[config.mk]
export PLATFORM = sky130hd
export DESIGN_NAME = wb_register_file
export DESIGN_NICKNAME = d
export VERILOG_FILES = /design/src/rtl/wb_register_file.sv
export SDC_FILE = /design/constraint.sdc
export NUM_CORES = 2
export LEC_CHECK = 0
export CAP_MARGIN = 25
export CELL_PAD_IN_SITES_DETAIL_PLACEMENT = 1
export CELL_PAD_IN_SITES_GLOBAL_PLACEMENT = 2
export CORE_UTILIZATION = 44
export DETAILED_ROUTE_END_ITERATION = 12
export GPL_TIMING_DRIVEN = 0
export PLACE_DENSITY_LB_ADDON = 0.3
export SETUP_SLACK_MARGIN = 0.02
export SYNTH_ARGS = -nofsm -noshare
export SYNTH_HDL_FRONTEND = slang
export SYNTH_SLANG_ARGS = --single-unit
[constraint.sdc]
create_clock -name clk -period 3.7 [get_ports clk]
set_input_delay 0.74 -clock clk [delete_from_list [all_inputs] [get_ports clk]]
set_output_delay 0.74 -clock clk [all_outputs]
set_load 0.05 [all_outputs]
[src/rtl/wb_register_file.sv]
// Writeback stage of the 5-stage MIPS pipeline: writeback mux, 32x32 register file, retired-write counter.
// Optional build macro WB_BYPASS_EN: write-first bypass from the writeback port to both read ports.
module wb_register_file #(
    parameter int DATA_WIDTH = 32,
    parameter int ADDR_WIDTH = 5,
    parameter int RA_INDEX   = 31
) (
    input  logic                  clk,
    input  logic                  reset,
    input  logic [DATA_WIDTH-1:0] in_PC,
    input  logic                  in_Ctrl_Jal,
    input  logic                  in_Ctrl_RegWrite,
    input  logic                  in_Ctrl_MemToReg,
    input  logic [DATA_WIDTH-1:0] in_RAM_Read_Data,
    input  logic [DATA_WIDTH-1:0] in_ALU_Result,
    input  logic [ADDR_WIDTH-1:0] in_Write_Register,
    input  logic [ADDR_WIDTH-1:0] in_Read_Reg1,
    input  logic [ADDR_WIDTH-1:0] in_Read_Reg2,
    output logic [DATA_WIDTH-1:0] out_Read_Data1,
    output logic [DATA_WIDTH-1:0] out_Read_Data2,
    output logic [DATA_WIDTH-1:0] out_WB_Data,
    output logic [31:0]           out_Write_Count
);

    localparam int DEPTH = 1 << ADDR_WIDTH;

    logic [DATA_WIDTH-1:0] regs [DEPTH];
    logic [ADDR_WIDTH-1:0] dest;
    logic                  we;

    always_comb begin
        if (in_Ctrl_Jal) begin
            out_WB_Data = in_PC;
        end else if (in_Ctrl_MemToReg) begin
            out_WB_Data = in_RAM_Read_Data;
        end else begin
            out_WB_Data = in_ALU_Result;
        end
    end

    assign dest = in_Ctrl_Jal ? ADDR_WIDTH'(RA_INDEX) : in_Write_Register;
    // Register 0 is hardwired: a write aimed at it neither lands nor counts.
    assign we   = (in_Ctrl_RegWrite | in_Ctrl_Jal) & (dest != '0);

    always_ff @(posedge clk or negedge reset) begin
        if (!reset) begin
            for (int i = 0; i < DEPTH; i++) begin
                regs[i] <= '0;
            end
            out_Write_Count <= '0;
        end else if (we) begin
            regs[dest]      <= out_WB_Data;
            out_Write_Count <= out_Write_Count + 32'd1;
        end
    end

    always_comb begin
        out_Read_Data1 = regs[in_Read_Reg1];
        out_Read_Data2 = regs[in_Read_Reg2];
`ifdef WB_BYPASS_EN
        // we implies dest != 0, so the bypass can never expose data on register 0.
        if (we && (in_Read_Reg1 == dest)) begin
            out_Read_Data1 = out_WB_Data;
        end
        if (we && (in_Read_Reg2 == dest)) begin
            out_Read_Data2 = out_WB_Data;
        end
`endif
        if (in_Read_Reg1 == '0) begin
            out_Read_Data1 = '0;
        end
        if (in_Read_Reg2 == '0) begin
            out_Read_Data2 = '0;
        end
    end

endmodule

==> tab_implementation.tex <==
\begin{tabular}{lr}
\hline
Metric & Value \\
\hline
\multicolumn{2}{l}{\textbf{Synth}} \\
Post-synthesis cell area & roughly 54000 um\^{}2 \\
Area fraction of the dominant cell type after synthesis & between 40\% and 50\% \\
Post-Synthesis Cells & $\sim$5k \\
Count of flip-flops with a built-in enable after synthesis & 0 \\
Register bit total from synthesis & roughly 1.1k \\
Average size of a mapped cell & $\sim$11 um\^{}2 \\
Area contributors post-synth & sky130\_fd\_sc\_hd\_\_dfrtp\_1 (49\%), sky130\_fd\_sc\_hd\_\_mux4\_2 (19\%), sky130\_fd\_sc\_hd\_\_o21ai\_0 (9.8\%) \\
Sequential element share of the synthesized area & between 40\% and 50\% \\
Net count after synthesis & between 5k and 6k \\
Ys flop type & sky130\_fd\_sc\_hd\_\_dfrtp\_1 \\
Yosys cell types & 46 \\
Number of warning messages in the yosys log & 0 \\
Post-synthesis cell type with the largest combined area & sky130\_fd\_sc\_hd\_\_dfrtp\_1 \\
Post-synthesis async set-or-reset flop share & 100\% \\
\multicolumn{2}{l}{\textbf{STA}} \\
Post-Route Skew & 7.84 ps \\
Max-slew violation count & 0 \\
Maximum frequency from static timing analysis & between 200 and 300 MHz \\
Final worst path period share & 102\% \\
Worst slew pin tran & approximately 1100 ps \\
\# setup viols final & 12 \\
Final min period & $\sim$3800 ps \\
Unrepaired setup endpoints after global routing & yes \\
Post-route setup slack & -68.2 ps \\
Worst relative slew slack & 24.4\% \\
Final-report hold violation count & 0 \\
\multicolumn{2}{l}{\textbf{Job}} \\
Count of max-cap constraint violations & 0 \\
\multicolumn{2}{l}{\textbf{Setup path}} \\
R2R setup slack & between 1500 and 2000 ps \\
CP Data Arrival Time & about 3000 ps \\
Cell breakdown of the critical path & buf\_4, buf\_4, buf\_6, mux2i\_1, a221oi\_2, o21ai\_1, a311oi\_4, buf\_6 \\
Cell type of the slowest stage on the worst timing path & sky130\_fd\_sc\_hd\_\_a311oi\_4 \\
Required time of the worst setup path & 2960 ps \\
Launch instance of the worst register-to-register path & out\_Write\_Count[13] \\
Length in cells of the worst reg-to-reg path & 5 \\
Buf/Inv on CP & 4 \\
RR Endpoint & out\_Write\_Count[31] \\
CP Launch Type & input pin \\
WS Path Type & in -> out \\
Largest stage delay on the critical path & around 530 ps \\
Critical path depth in cells & 8 \\
Critical Path End Type & output pin \\
Delay-heaviest family, CP & compound AO/OA/AOI/OAI gates \\
Critical-path maximum fanout & 10 \\
\multicolumn{2}{l}{\textbf{Drt}} \\
Total detailed-routing wirelength & about 250 mm \\
Starting DRC count in detailed routing & 5789 \\
Number of vias in the routed layout & between 40k and 50k \\
Post-detailed-route DRC marker count & 0 \\
Post-DR vias/cell & between 6 and 7 \\
Antenna Violating Nets Remaining & 0 \\
DRT Pass-1 Iters & 6 \\
Average wire per cell in the routed design & 35.0 um \\
\multicolumn{2}{l}{\textbf{Pwr}} \\
Largest vdd supply drop & approximately 0.41 mV \\
Part of the total power dissipated in combinational logic & about a fifth \\
Pwr per Cell Area & slightly above 500 nW/um\^{}2 \\
Cell leakage power & 28.2 nW \\
Power share of the sequential group & a little over two fifths \\
Internal power component & about 0.023 W \\
Switching power share of the total & 32.0\% \\
Clock power share & between 30\% and 40\% \\
Psw & roughly 0.011 W \\
\multicolumn{2}{l}{\textbf{Die}} \\
Initial Utilization & 44.5\% \\
Number of placement rows & about 130 \\
Number of primary I/O pins & 244 \\
Overall die width & $\sim$350 um \\
Area of the die & approximately 130000 um\^{}2 \\
Std-Cell Core Area & roughly 120000 um\^{}2 \\
Floorplan die height & $\sim$350 um \\
\multicolumn{2}{l}{\textbf{Placement}} \\
Cell Area, Placed & 59800 um\^{}2 \\
Dpl cells & between 6k and 7k \\
Sum of net half-perimeters after detailed placement & $\sim$180 mm \\
Input/output buffers & 232 \\
Global placement routability congestion & 0.980 \\
\multicolumn{2}{l}{\textbf{Cells and area}} \\
Post-layout net count & 5540 \\
Fill cell total of the finished layout & about 13k \\
Combined area of the multi-input logic cells & 27700 um\^{}2 \\
Final Cell Area & 66800 um\^{}2 \\
Most common cell after layout, fill and taps aside & sky130\_fd\_sc\_hd\_\_nand2\_1 \\
Final standard cell count with taps included and fillers excluded & 7148 \\
Core utilization of the finished layout & 54.6\% \\
Fraction of layout cells with a size suffix above 1 & 24.6\% \\
Leading cell types in the layout, fill and taps excluded & sky130\_fd\_sc\_hd\_\_nand2\_1 (1102), sky130\_fd\_sc\_hd\_\_dfrtp\_1 (1056), sky130\_fd\_sc\_hd\_\_o21ai\_0 (1007), sky130\_fd\_sc\_hd\_\_mux4\_2 (448), sky130\_fd\_sc\_hd\_\_clkbuf\_1 (319) \\
Syn-to-layout area delta & 22.6\% \\
Area of all sequential standard cells & 26400 um\^{}2 \\
\multicolumn{2}{l}{\textbf{CTS}} \\
CTS tree & done \\
Clock buffer depth & 3 \\
Number of CTS-inserted buffers & 119 \\
Clock slew seen by the registers of the worst setup and hold paths & around 60 ps \\
Library cell used as clock root buffer & sky130\_fd\_sc\_hd\_\_clkbuf\_16 \\
Later-pin clock latency in the skew report & 750 ps \\
Count of H-tree levels built during CTS & 3 \\
Clock sink count & approximately 1.1k \\
\multicolumn{2}{l}{\textbf{Global route}} \\
Total routing resource utilization after global routing & 40.0\% \\
Number of global-route vias before repair & slightly below 50k \\
Global-route congestion overflow total & 0 \\
Wire length of the first global-routing pass & around 360 mm \\
Pin count of the biggest net entering global routing & between 150 and 200 \\
Number of antenna violations at the first check in global routing & 10 \\
\multicolumn{2}{l}{\textbf{Hold path}} \\
Hold Path Depth & 1 \\
Worst hold-check path type & reg -> reg \\
Hold\_sp & out\_Write\_Count[31] \\
Worst-case hold path end point & out\_Write\_Count[31] \\
\multicolumn{2}{l}{\textbf{Status}} \\
Outcome & finished, violations left \\
Failing checks & negative setup slack \\
\hline
\end{tabular}
-- synth_stat cells, types with 3 or more instances --
library cell	instances
sky130_fd_sc_hd__o21ai_0	1062
sky130_fd_sc_hd__clkbuf_1	414
sky130_fd_sc_hd__o2111ai_1	47
sky130_fd_sc_hd__mux2_2	65
sky130_fd_sc_hd__and3_1	3
sky130_fd_sc_hd__nand2_1	1102
sky130_fd_sc_hd__and2_1	5
sky130_fd_sc_hd__xor2_1	21
sky130_fd_sc_hd__nand3_2	4
sky130_fd_sc_hd__nand3_1	23
sky130_fd_sc_hd__buf_1	18
sky130_fd_sc_hd__nor3_1	10
sky130_fd_sc_hd__buf_2	103
sky130_fd_sc_hd__xnor2_1	10
sky130_fd_sc_hd__a211oi_1	65
sky130_fd_sc_hd__nand4_1	6
sky130_fd_sc_hd__a22oi_1	64
sky130_fd_sc_hd__nor2b_1	72
sky130_fd_sc_hd__mux2i_1	160
sky130_fd_sc_hd__a21oi_1	33
sky130_fd_sc_hd__mux4_2	448
sky130_fd_sc_hd__a221oi_1	17
sky130_fd_sc_hd__inv_1	41
sky130_fd_sc_hd__nor4_1	10
sky130_fd_sc_hd__o21ai_1	11
sky130_fd_sc_hd__nor2_1	46
sky130_fd_sc_hd__a311oi_1	64
sky130_fd_sc_hd__buf_4	8
sky130_fd_sc_hd__and4_1	3
sky130_fd_sc_hd__nand2_2	3
sky130_fd_sc_hd__dfrtp_1	1056
-- sequential cells by signal (all words and copies together) (netlist names) --
| register | cells |
|---|---|
| regs | 1024 |
| out_Write_Count | 32 |
-- power by group through the flow --
| stage | registers (W) | logic, W | clock network (W) |
|---|---|---|---|
| floorplan | 0.0141 | 0.00386 | 0 |
| global placement | 0.0143 | 0.00618 | 0 |
| detailed placement | 0.0144 | 0.00649 | 0 |
| CTS | 0.0142 | 0.00701 | 0.0127 |
| global route | 0.0144 | 0.00767 | 0.0131 |
| finish | 0.0143 | 0.00726 | 0.0127 |
-- stage by stage --
step                      hold slack [ps]  setup TNS, ps  worst slack (ps)  total power [W]
after floorplan                       441              0               254           0.0180
after global placement                453              -            -47970           0.0205
after detailed placement              465        -254790             -1960           0.0209
after CTS                             473           -196             -83.7           0.0339
after global routing                  491          -15.1             -9.83           0.0352
final                                 469           -226             -68.2           0.0342
-- final cells by class --
class                   count  area share (%)
diodes                      3          0.0112
plain buffers             521            4.52
clock buffers             180            5.40
clock inverters            38           0.750
inverters                  41           0.231
multi-input cells        3374            41.5
flip-flops and latches   1056            39.6
well taps                1625            3.05
repair buffers            310            5.01
-- worst max path at each step --
stage                         start            endpoint  slack, ps
floorplan           in_Read_Reg2[0]  out_Read_Data2[10]        250
global placement              reset            regs[16]     -47970
detailed placement  in_Read_Reg1[0]  out_Read_Data1[21]      -1960
CTS                     in_Ctrl_Jal     out_WB_Data[19]        -80
global route        in_Read_Reg1[0]   out_Read_Data1[7]        -10
finish              in_Read_Reg2[2]   out_Read_Data2[3]        -70
-- repair_timing --
| action | 4_1_cts | 5_1_grt |
|---|---|---|
| setup buffers | 40 | 5 |
| endpoints found under the hold margin | 98 | 0 |
| hold buffers | 1 | 0 |
| endpoints found under the setup margin | 96 | 66 |
| gates resized for setup | 1083 | 97 |
| pin swaps | 42 | 35 |
-- layer usage --
metal / vias to the layer above / track usage [%] / share of wire, %
met3: 595 / 12.8 / 11
met2: 2644 / 58.9 / 44
met5: - / 0 / 0.0032
li1: 19000 / - / -
met1: 24900 / 53.1 / 39
met4: 2 / 20.5 / 5.8
-- kinds of logic after synthesis --
kind of cell,after synthesis,synth area share [%]
adders and majority gates,1,0.0230
AOI/OAI and AO/OA,1368,14.1
DFF,1056,48.5
buffers and inverters,585,4.34
xor gates and xnor gates,31,0.498
and+or+nand+nor,1301,9.73
muxes,673,22.8
Note: power is estimated with default switching activity, not from simulation.
